### config.mk
export PLATFORM = sky130hd
export DESIGN_NAME = uart_word_tx
export DESIGN_NICKNAME = d
export VERILOG_FILES = /design/src/rtl/uart_word_tx.sv
export SDC_FILE = /design/constraint.sdc
export NUM_CORES = 1
export LEC_CHECK = 0
export CORE_UTILIZATION = 45
export CTS_BUF_LIST = sky130_fd_sc_hd__clkbuf_2
export CTS_CLUSTER_SIZE = 16
export DETAILED_ROUTE_END_ITERATION = 10
export PLACE_DENSITY = 0.66
export SLEW_MARGIN = 0
export SYNTH_ARGS = -nofsm -noshare
export SYNTH_HDL_FRONTEND = slang
export SYNTH_SLANG_ARGS = --single-unit
### constraint.sdc
create_clock -name clk -period 2.3 [get_ports clk]
set_input_delay 0.23 -clock clk [delete_from_list [all_inputs] [get_ports clk]]
set_output_delay 0.23 -clock clk [all_outputs]
set_load 0.03 [all_outputs]
### src/rtl/uart_word_tx.sv
// Word-oriented 8N1 UART transmitter with a small word FIFO.
// Each 32-bit word leaves as four bytes, least-significant byte first.
module uart_word_tx #(
    parameter int CLKS_PER_BIT = 4,
    parameter int FIFO_DEPTH   = 4
) (
    input  logic        clk,
    input  logic        rst,
    input  logic [31:0] word_in,
    input  logic        word_valid,
    output logic        word_ready,
    output logic        tx,
    output logic        busy,
    output logic [15:0] words_sent
);

    localparam int AW   = (FIFO_DEPTH > 1) ? $clog2(FIFO_DEPTH) : 1;
    localparam int CNTW = AW + 1;
    localparam int CW   = (CLKS_PER_BIT > 2) ? $clog2(CLKS_PER_BIT) : 1;

    localparam logic [CW-1:0]   CLK_LAST = CW'(CLKS_PER_BIT - 1);
    localparam logic [CNTW-1:0] FULL_CNT = CNTW'(FIFO_DEPTH);

    typedef enum logic [1:0] {
        IDLE,
        START,
        DATA,
        STOP
    } state_t;

    state_t          state_q, state_d;
    logic [31:0]     mem_q [FIFO_DEPTH];
    logic [AW-1:0]   wptr_q, wptr_d;
    logic [AW-1:0]   rptr_q, rptr_d;
    logic [CNTW-1:0] cnt_q, cnt_d;
    logic [31:0]     shreg_q, shreg_d;
    logic [1:0]      byte_q, byte_d;
    logic [2:0]      bit_q, bit_d;
    logic [CW-1:0]   clk_q, clk_d;
    logic            tx_q, tx_d;
    logic [15:0]     sent_q, sent_d;

    logic       push;
    logic       pop;
    logic       empty;
    logic       full;
    logic       bit_done;
    logic [7:0] cur_byte;

    assign full       = (cnt_q == FULL_CNT);
    assign empty      = (cnt_q == '0);
    assign word_ready = !full;
    assign push       = word_valid && !full;
    assign bit_done   = (clk_q == CLK_LAST);
    assign cur_byte   = shreg_q[7:0];

    assign tx         = tx_q;
    assign busy       = (state_q != IDLE);
    assign words_sent = sent_q;

    always_comb begin
        state_d = state_q;
        shreg_d = shreg_q;
        byte_d  = byte_q;
        bit_d   = bit_q;
        clk_d   = clk_q;
        tx_d    = tx_q;
        sent_d  = sent_q;
        pop     = 1'b0;

        case (state_q)
            IDLE: begin
                tx_d = 1'b1;
                if (!empty) begin
                    pop     = 1'b1;
                    shreg_d = mem_q[rptr_q];
                    byte_d  = '0;
                    bit_d   = '0;
                    clk_d   = '0;
                    state_d = START;
                    tx_d    = 1'b0;
                end
            end
            START: begin
                if (bit_done) begin
                    clk_d   = '0;
                    bit_d   = '0;
                    state_d = DATA;
                    tx_d    = cur_byte[0];
                end else begin
                    clk_d = clk_q + CW'(1);
                end
            end
            DATA: begin
                if (bit_done) begin
                    clk_d = '0;
                    if (bit_q == 3'd7) begin
                        state_d = STOP;
                        tx_d    = 1'b1;
                    end else begin
                        bit_d = bit_q + 3'd1;
                        tx_d  = cur_byte[bit_d];
                    end
                end else begin
                    clk_d = clk_q + CW'(1);
                end
            end
            STOP: begin
                if (bit_done) begin
                    clk_d = '0;
                    bit_d = '0;
                    if (byte_q != 2'd3) begin
                        byte_d  = byte_q + 2'd1;
                        shreg_d = {8'h00, shreg_q[31:8]};
                        state_d = START;
                        tx_d    = 1'b0;
                    end else begin
                        sent_d = sent_q + 16'd1;
                        // Chain straight into the next word's start bit.
                        if (!empty) begin
                            pop     = 1'b1;
                            shreg_d = mem_q[rptr_q];
                            byte_d  = '0;
                            state_d = START;
                            tx_d    = 1'b0;
                        end else begin
                            state_d = IDLE;
                            tx_d    = 1'b1;
                        end
                    end
                end else begin
                    clk_d = clk_q + CW'(1);
                end
            end
            default: begin
                state_d = IDLE;
                tx_d    = 1'b1;
            end
        endcase
    end

    always_comb begin
        wptr_d = push ? wptr_q + AW'(1) : wptr_q;
        rptr_d = pop  ? rptr_q + AW'(1) : rptr_q;
        case ({push, pop})
            2'b10:   cnt_d = cnt_q + CNTW'(1);
            2'b01:   cnt_d = cnt_q - CNTW'(1);
            default: cnt_d = cnt_q;
        endcase
    end

    always_ff @(posedge clk or posedge rst) begin
        if (rst) begin
            state_q <= IDLE;
            wptr_q  <= '0;
            rptr_q  <= '0;
            cnt_q   <= '0;
            shreg_q <= '0;
            byte_q  <= '0;
            bit_q   <= '0;
            clk_q   <= '0;
            tx_q    <= 1'b1;
            sent_q  <= '0;
        end else begin
            state_q <= state_d;
            wptr_q  <= wptr_d;
            rptr_q  <= rptr_d;
            cnt_q   <= cnt_d;
            shreg_q <= shreg_d;
            byte_q  <= byte_d;
            bit_q   <= bit_d;
            clk_q   <= clk_d;
            tx_q    <= tx_d;
            sent_q  <= sent_d;
        end
    end

    // Storage needs no reset: the count register alone defines validity.
    always_ff @(posedge clk) begin
        if (push) begin
            mem_q[wptr_q] <= word_in;
        end
    end

endmodule

==> flow_metrics.py, run 1 <==
metrics = {
    "status": {
        "outcome": "finished clean",
    },
    "synthesis": {
        "syn_avg_cell_area_um2": 16.7,
        "synth_top_family_by_area": "multiplexers",
        "synth.area.mux_share_pct": 10.4,
        "yosysSeqAreaShare_pct": 70.4,
        "synth_top_area_share_pct": 49.4,
        "synthFlopType": "edfxtp_1",
        "synthTopCellsByArea": "edfxtp_1, dfrtp_1, mux4_2",
        "syn_area_mm2": 0.00777,
        "netlist.top_cell.by_area": "edfxtp_1",
        "yosysMostFrequentCell": "edfxtp_1",
        "synth_fa_ha_area_share_pct": 2.67,
        "synth_cells": 465,
        "ys_async_sr_fraction_pct": 33.7,
        "synth_nets": 516,
        "synth-edff-count": 128,
        "ys_warn_count": 0,
        "synth-simple-area-share_pct": 6.95,
        "yosys-top-cells-count": "edfxtp_1, dfrtp_1, nor2_1, mux4_2, o22ai_1",
        "synth-xor-area-share_pct": 2.37,
        "synth.ff_latch_count": 193,
        "synth_cell_types": 44,
        "synth-compound-area-share_pct": 5.47,
    },
    "route": {
        "drt_iter0_markers": 252,
        "dr.pass1.iters": 4,
        "avgViaCountPerCell": 5.40,
        "wire_per_inst_um": 17.8,
        "routed_wl_um": 13900,
        "dr_wl_met3_um": 394,
        "highest_layer": "met4",
        "route.met2.wl_um": 7100,
        "ant_nets": 0,
        "wl_met1_um": 6110,
        "drc": 0,
        "vias": 4194,
    },
    "final_layout": {
        "multi_input_area_mm2": 0.00218,
        "area_growth_pct": 15.3,
        "fillers": 1385,
        "nNetsFinal": 594,
        "postLayoutCoreUtil_pct": 53.7,
        "seqCellArea_mm2": 0.00547,
        "finalNonFillerCells": 777,
        "drive_above_1_share_pct": 19.1,
        "fin_area_mm2": 0.00896,
    },
    "floorplanning": {
        "rows": 47,
        "dieArea_mm2": 0.0178,
        "io_pins": 54,
        "start_util_pct": 46.5,
        "die_x_um": 133,
        "coreArea_mm2": 0.0167,
        "die_y_um": 133,
    },
    "setup_path": {
        "worstSetupStartpointType": "register",
        "cp.required_ns": 2.95,
        "crit_arrival_ns": 2.90,
        "critical_path.max_fanout": 5,
        "cp-end-kind": "register",
        "crit_type": "reg -> reg",
    },
    "sta": {
        "fin_crit_ns": 2.25,
        "worst_slack_ns": 0.0506,
        "hold_viol": 0,
        "maxSlewViolCount": 0,
        "rsz0062_at_grt": "yes",
        "clock.fmax_mhz": 445,
        "slew_headroom_pct": 48.7,
        "worst_pin_slew_ns": 0.770,
        "setup_viol": 0,
        "clock_skew_ns": 0.0386,
        "fin_crit_sh_pct": 97.8,
    },
    "clocking": {
        "cts_buffers": 17,
        "h-tree-depth": 4,
        "path_clk_slew_ns": 0.25,
        "clock_latency_ns": 0.73,
        "cts_buffer_depth": 2,
        "clock-sinks": 193,
        "cts_tree": "built",
        "root_buffer": "clkbuf_2",
    },
    "power": {
        "ir_worst_vdd_uv": 602,
        "totalPowerFinal_mw": 10.4,
        "power_leakage_nw": 3.33,
        "powerDensity_mw_per_mm2": 1170,
    },
    "global_route": {
        "grt_overflow": 0,
        "antenna_found_initial": 1,
        "track_usage_pct": 17.2,
        "grt_pass1_wl_um": 22900,
        "grt_max_degree": 33,
        "grt_pass1_vias": 4459,
    },
    "placement": {
        "hpwl_um": 8880,
        "place.gp.congestion": 0.760,
        "placed_area_mm2": 0.00869,
        "preCtsSetupSlack_ns": 0.00861,
        "place_inst": 738,
        "portBuffers": 53,
    },
    "min_path": {
        "min_path_type": "in -> reg",
    },
    "job": {
        "maxCapViolCount": 0,
    },
}
[layout make-up]
class	instances	area share [%]
sequential	193	61.1
multi-input combinational	242	24.3
timing repair buffer	76	8.81
tap	220	3.07
clock buffer	20	1.12
clock inverter	12	1.06
inverter	13	0.544
antenna	1	0.0279
[flip-flops by register name (all words and copies together) (netlist names)]
signal	count
shreg_q	32
rptr_q	2
wptr_q	2
state_q	2
mem_q	128
cnt_q	3
words_sent	16
byte_q	2
bit_q	3
clk_q	2
tx	1
[per-layer routing]
| layer | up-vias | track usage (%) |
|---|---|---|
| met5 | - | 0 |
| met4 | 0 | 7.26 |
| met3 | 15 | 3.88 |
| met2 | 67 | 28.9 |
| met1 | 2169 | 21.5 |
| li1 | 1943 | - |
[per-stage QoR]
| step | TNS, ns | hold WS, ns |
|---|---|---|
| after global placement | 0 | 0.465 |
| final | 0 | 0.0983 |
| after global routing | -0.0912 | 0.0153 |
| after detailed placement | 0 | 0.468 |
| after CTS | -0.0000877 | 0.0202 |
| after floorplan | 0 | 0.329 |
[report_power, final]
group	switching, mW	total, mW	internal [mW]
clock network	1.06	1.45	0.391
registers	0.388	5.03	4.64
logic	2.18	3.97	1.79
total	3.62	10.4	6.82
[timing repair]
| item | in CTS | in global routing |
|---|---|---|
| pin swaps | 2 | 1 |
| endpoints found under the setup margin | 3 | 8 |
| hold buffers | 1 | 0 |
| endpoints found under the hold margin | 27 | 0 |
| resized for setup | 6 | 9 |
| setup buffers | 1 | 4 |
[placed cells by master, fill, tap and decap left out, types with 4 or more instances in the layout]
cell | netlist | layout
edfxtp_1 | 128 | 128
buf_12 | 0 | 6
clkbuf_2 | 0 | 21
clkdlybuf4s50_1 | 0 | 45
nand3_1 | 12 | 12
and3_1 | 7 | 7
xor2_1 | 5 | 5
ha_1 | 15 | 12
nand2_1 | 20 | 20
clkinv_2 | 0 | 4
o21ai_0 | 12 | 12
dfrtp_1 | 64 | 63
nor2_1 | 53 | 53
a22o_1 | 8 | 8
inv_1 | 13 | 11
mux4_2 | 32 | 32
buf_4 | 1 | 16
dlymetal6s2s_1 | 0 | 6
o22ai_1 | 26 | 26
xnor2_1 | 16 | 16
[critical path, cell delays in order (launching register included)]
cell and delay (ns):
dfrtp_1 0.46, inv_1 0.12, ha_1 0.15, inv_1 0.11
a211oi_4 0.26, ha_2 0.23, inv_1 0.05, fa_1 0.37
xor2_1 0.16, nor2_1 0.12, xor2_1 0.16
[final timing paths]
kind                                start             end  slack (ns)  depth (start not counted)
setup reg to reg               state_q[1]        cnt_q[2]        0.05                         10
setup / recovery               state_q[1]        cnt_q[2]        0.05                         10
hold reg to reg            words_sent[15]  words_sent[15]        0.49                          1
min in group asynchronous             rst  words_sent[10]        0.45                          3
max in group asynchronous             rst      shreg_q[2]        1.19                          4
hold / removal                word_in[18]    mem_q[0][18]         0.1                          1
[cell families after synthesis]
family                     Yosys count
buffers and inverters               30
and+or+nand+nor                    111
muxes                               37
adders and majority gates           16
xor gates and xnor gates            21
DFF                                193
AOI/OAI and AO/OA                   57
No activity file was read; power rests on OpenSTA's default activity.
==> run 2: changes to the inputs <==
CTS_CLUSTER_DIAMETER = 100   (was not set)
GPL_ROUTABILITY_DRIVEN = 0   (was not set)
SKIP_CTS_REPAIR_TIMING = 1   (was not set)
==> flow_metrics.py, run 2 (synthesis gave the netlist of run 1 again) <==
metrics = {
    "power": {
        "pwr-share-seq_pct": 47.9,
        "powerDensity_mw_per_mm2": 1170,
        "totalPowerFinal_mw": 10.5,
        "swShare_pct": 34.7,
        "power_leakage_nw": 3.34,
        "p_sw_mw": 3.65,
        "clkPwrFrac_pct": 13.7,
        "ir_worst_vdd_uv": 602,
        "p_int_mw": 6.88,
        "comb_power_share_pct": 38.4,
    },
    "sta": {
        "rsz0062_at_grt": "no",
        "tns_ns": 0,
        "slew_headroom_pct": 47.4,
        "clock.fmax_mhz": 458,
        "setup_viol": 0,
        "fin_crit_sh_pct": 95.0,
        "worst_pin_slew_ns": 0.789,
        "maxSlewViolCount": 0,
        "clock_skew_ns": 0.0375,
        "fin_crit_ns": 2.18,
        "hold_viol": 0,
    },
    "clocking": {
        "root_buffer": "clkbuf_2",
        "h-tree-depth": 4,
        "clock_latency_ns": 0.73,
        "clock-sinks": 193,
        "cts_tree": "built",
        "cts_buffers": 17,
        "cts_buffer_depth": 2,
        "path_clk_slew_ns": 0.25,
    },
    "floorplanning": {
        "die_y_um": 133,
        "coreArea_mm2": 0.0167,
        "dieArea_mm2": 0.0178,
        "die_x_um": 133,
        "io_pins": 54,
        "rows": 47,
        "start_util_pct": 46.5,
    },
    "setup_path": {
        "crit_type": "reg -> reg",
        "crit_path_start": "state_q[0]",
        "crit_arrival_ns": 2.84,
        "reg2reg_slack_ns": 0.12,
        "cp.required_ns": 2.95,
        "worstSetupStartpointType": "register",
        "cp-end-kind": "register",
        "critical_path.max_fanout": 5,
        "reg2reg_to": "cnt_q[2]",
        "reg2regPathDepth": 10,
        "rr_startpoint": "state_q[0]",
    },
    "placement": {
        "place_inst": 738,
        "portBuffers": 53,
        "placed_area_mm2": 0.00869,
        "hpwl_um": 8880,
    },
    "route": {
        "vias": 4202,
        "dr.pass1.iters": 4,
        "wire_per_inst_um": 17.9,
        "ant_nets": 0,
        "avgViaCountPerCell": 5.41,
        "routed_wl_um": 13900,
        "drc": 0,
        "drt_iter0_markers": 298,
    },
    "final_layout": {
        "layout_commonest_cell": "edfxtp_1",
        "largest_reg_flops": 128,
        "nNetsFinal": 594,
        "area_growth_pct": 15.7,
        "final_cell_mix": "edfxtp_1, dfrtp_1, nor2_1",
        "postLayoutCoreUtil_pct": 53.8,
        "fin_area_mm2": 0.00899,
        "finalNonFillerCells": 777,
        "regMostFlops": "mem_q",
        "drive_above_1_share_pct": 20.0,
        "fillers": 1375,
    },
    "min_path": {
        "hold_path_end": "mem_q[0][18]",
        "min-delay-start": "word_in[18]",
        "min_path_type": "in -> reg",
        "whs_path_depth": 1,
    },
    "global_route": {
        "track_usage_pct": 17.2,
        "grt_pass1_vias": 4434,
        "antenna_found_initial": 1,
        "grt_max_degree": 33,
        "grt_overflow": 0,
        "grt_pass1_wl_um": 22900,
    },
    "job": {
        "maxCapViolCount": 0,
    },
    "status": {
        "outcome": "finished clean",
    },
}
run 2: changes by cell type in the layout (fill, tap and decap cells not counted):
| cell | change |
|---|---|
| ha_2 | -1 |
| dlygate4sd2_1 | -1 |
| dlymetal6s2s_1 | +2 |
| dfrtp_1 | -4 |
| inv_2 | +1 |
| ha_4 | +1 |
| clkbuf_2 | -1 |
| inv_1 | -2 |
| dfrtp_2 | +4 |
| inv_4 | +1 |
run 2: how the worst max path moves through the flow:
| stage | endpoint | cells after the start |
|---|---|---|
| after global routing | words_sent[6] | 1 |
| final | cnt_q[2] | 10 |
| after detailed placement | cnt_q[2] | 9 |
| after global placement | cnt_q[2] | 9 |
| after floorplan | cnt_q[2] | 10 |
| after CTS | busy | 4 |
run 2: layer usage:
metal	vias up	part of all wire, %	GRT usage [%]
met5	-	0	0
met1	2169	44	21.5
met2	75	51	28.9
met3	15	3.1	3.88
li1	1943	-	-
met4	0	1.7	7.01
run 2: critical path, cell delays in order, from the launching register on:
cell and delay (ns):
dfrtp_2 0.48, inv_4 0.08, ha_1 0.15, inv_2 0.08, a211oi_4 0.28, ha_2 0.21
inv_1 0.05, fa_1 0.37, xor2_1 0.16, nor2_1 0.12, xor2_1 0.16
run 2: cell type report:
cell class	count	area, um2	share of cell area (%)
Antenna cell	1	2.50	0.0278
Clock buffer	20	100	1.11
Clock inverter	12	95.1	1.06
Inverter	13	51.3	0.570
Multi-Input combinational cell	242	2190	24.3
Sequential cell	193	5480	60.9
Tap cell	220	275	3.06
Timing Repair Buffer	76	801	8.90
run 2: through the flow:
step	setup WS, ns	hold slack (ns)
2_1_floorplan	0.0167	0.329
3_3_place_gp	0.153	0.465
3_5_place_dp	0.00861	0.468
4_1_cts	-0.326	-0.170
5_1_grt	0.00618	0.0153
6_report	0.115	0.0958
run 2: power by group through the flow:
stage,Sequential (mW),Clock (mW),Combinational [mW]
after floorplan,4.99,0,2.95
after global placement,5.07,0,3.86
after detailed placement,5.12,0,4.00
after CTS,5.04,1.50,4.01
after global routing,5.13,1.63,4.48
final,5.04,1.45,4.04
==> run 3: changes to the inputs <==
ABC_CLOCK_PERIOD_IN_PS = 2300   (was not set)
CORE_ASPECT_RATIO = 1.5   (was not set)
==> flow_metrics.py, run 3 (synthesis gave the netlist of run 1 again) <==
metrics = {
    "power": {
        "power_leakage_nw": 3.46,
        "comb_power_share_pct": 37.2,
        "p_int_mw": 7.09,
        "ir_worst_vdd_uv": 571,
        "swShare_pct": 34.4,
        "clkPwrFrac_pct": 16.5,
        "totalPowerFinal_mw": 10.8,
        "pwr-share-seq_pct": 46.3,
        "p_sw_mw": 3.72,
        "powerDensity_mw_per_mm2": 1180,
    },
    "setup_path": {
        "crit_arrival_ns": 2.93,
        "cp.required_ns": 3.01,
        "cp-end-kind": "register",
        "critical_path.max_fanout": 4,
        "crit_type": "reg -> reg",
        "worstSetupStartpointType": "register",
    },
    "final_layout": {
        "layout_commonest_cell": "edfxtp_1",
        "final_cell_mix": "edfxtp_1, dfrtp_1, nor2_1",
        "nNetsFinal": 612,
        "finalNonFillerCells": 785,
        "largest_reg_flops": 128,
        "multi_input_area_mm2": 0.00217,
        "fin_area_mm2": 0.00919,
        "area_growth_pct": 18.2,
        "fillers": 1384,
        "regMostFlops": "mem_q",
        "drive_above_1_share_pct": 19.0,
        "seqCellArea_mm2": 0.00547,
        "postLayoutCoreUtil_pct": 54.6,
    },
    "placement": {
        "preCtsSetupSlack_ns": 0.0478,
        "place_inst": 728,
        "hpwl_um": 9130,
        "placed_area_mm2": 0.00866,
        "portBuffers": 53,
    },
    "global_route": {
        "antenna_found_initial": 1,
        "grt_max_degree": 34,
        "grt_pass1_vias": 4394,
        "grt_overflow": 0,
        "grt_pass1_wl_um": 22600,
        "track_usage_pct": 17.3,
    },
    "sta": {
        "maxSlewViolCount": 0,
        "hold_viol": 0,
        "holdWs_ns": 0.0814,
        "setup_viol": 0,
        "slew_headroom_pct": 47.6,
        "tns_ns": 0,
        "fin_crit_sh_pct": 96.4,
        "worst_slack_ns": 0.0835,
        "clock.fmax_mhz": 451,
        "clock_skew_ns": 0.0258,
        "worst_pin_slew_ns": 0.787,
        "fin_crit_ns": 2.22,
    },
    "route": {
        "dr.pass1.iters": 4,
        "wire_per_inst_um": 18.0,
        "drt_iter0_markers": 250,
        "drc": 0,
        "ant_nets": 0,
        "avgViaCountPerCell": 5.48,
        "vias": 4298,
        "routed_wl_um": 14100,
    },
    "floorplanning": {
        "start_util_pct": 46.2,
        "rows": 58,
        "io_pins": 54,
        "coreArea_mm2": 0.0168,
        "die_y_um": 163,
        "die_x_um": 109,
        "dieArea_mm2": 0.0178,
    },
    "min_path": {
        "min_path_type": "in -> reg",
    },
    "clocking": {
        "clock_latency_ns": 0.75,
        "h-tree-depth": 4,
        "cts_buffer_depth": 2,
        "root_buffer": "clkbuf_2",
        "cts_buffers": 17,
        "clock-sinks": 193,
        "cts_tree": "built",
        "path_clk_slew_ns": 0.27,
    },
    "status": {
        "outcome": "finished clean",
    },
    "job": {
        "maxCapViolCount": 0,
    },
}
==> run 3: cell types whose count changed in the layout (fill, tap and decap cells not counted), sizes merged, moves of 2 or more <==
| cell | change |
|---|---|
| bufinv | +2 |
| dlygate4sd3 | +18 |
| inv | +3 |
| clkinv | -2 |
==> run 3: cell type report <==
type                       instances  area share, %
timing repair buffer              94           10.4
tap                              210           2.86
antenna                            1         0.0272
clock buffer                      18          0.981
multi-input combinational        242           23.7
sequential                       193           59.6
inverter                          13          0.531
clock inverter                    14           1.98
==> run 3: routing by layer <==
metal  wire length [um]  vias to the layer above  GRT usage (%)
met5                  0                        -              0
met4                563                        0           9.09
met3                508                       32           4.32
met2               7410                      109           29.8
met1               5630                     2185           19.7
li1                   -                     1972              -
==> run 3: power groups by stage <==
stage / Clock (mW) / Combinational [mW] / Sequential, mW
2_1_floorplan: 0 / 2.95 / 4.99
3_3_place_gp: 0 / 3.86 / 5.03
3_5_place_dp: 0 / 3.97 / 5.09
4_1_cts: 1.85 / 3.98 / 5.00
5_1_grt: 1.99 / 4.44 / 5.09
6_report: 1.79 / 4.02 / 5.00
==> run 3: critical path: stages (launching register included) <==
cell and delay [ns]:
dfrtp_1 0.47, inv_2 0.07, ha_1 0.34, a211oi_4 0.21
ha_2 0.23, inv_1 0.05, fa_1 0.38, xor2_1 0.16
nor2_1 0.12, xor2_1 0.15
==> run 3: final timing paths <==
path | end | slack [ns] | startpoint | cells past startpoint
min in group asynchronous | words_sent[15] | 0.37 | rst | 3
min reg2reg | words_sent[15] | 0.49 | words_sent[15] | 1
min | mem_q[1][15] | 0.08 | word_in[15] | 1
max in group asynchronous | rptr_q[0] | 1.21 | rst | 4
max | cnt_q[2] | 0.08 | state_q[0] | 9
max reg2reg | cnt_q[2] | 0.08 | state_q[0] | 9
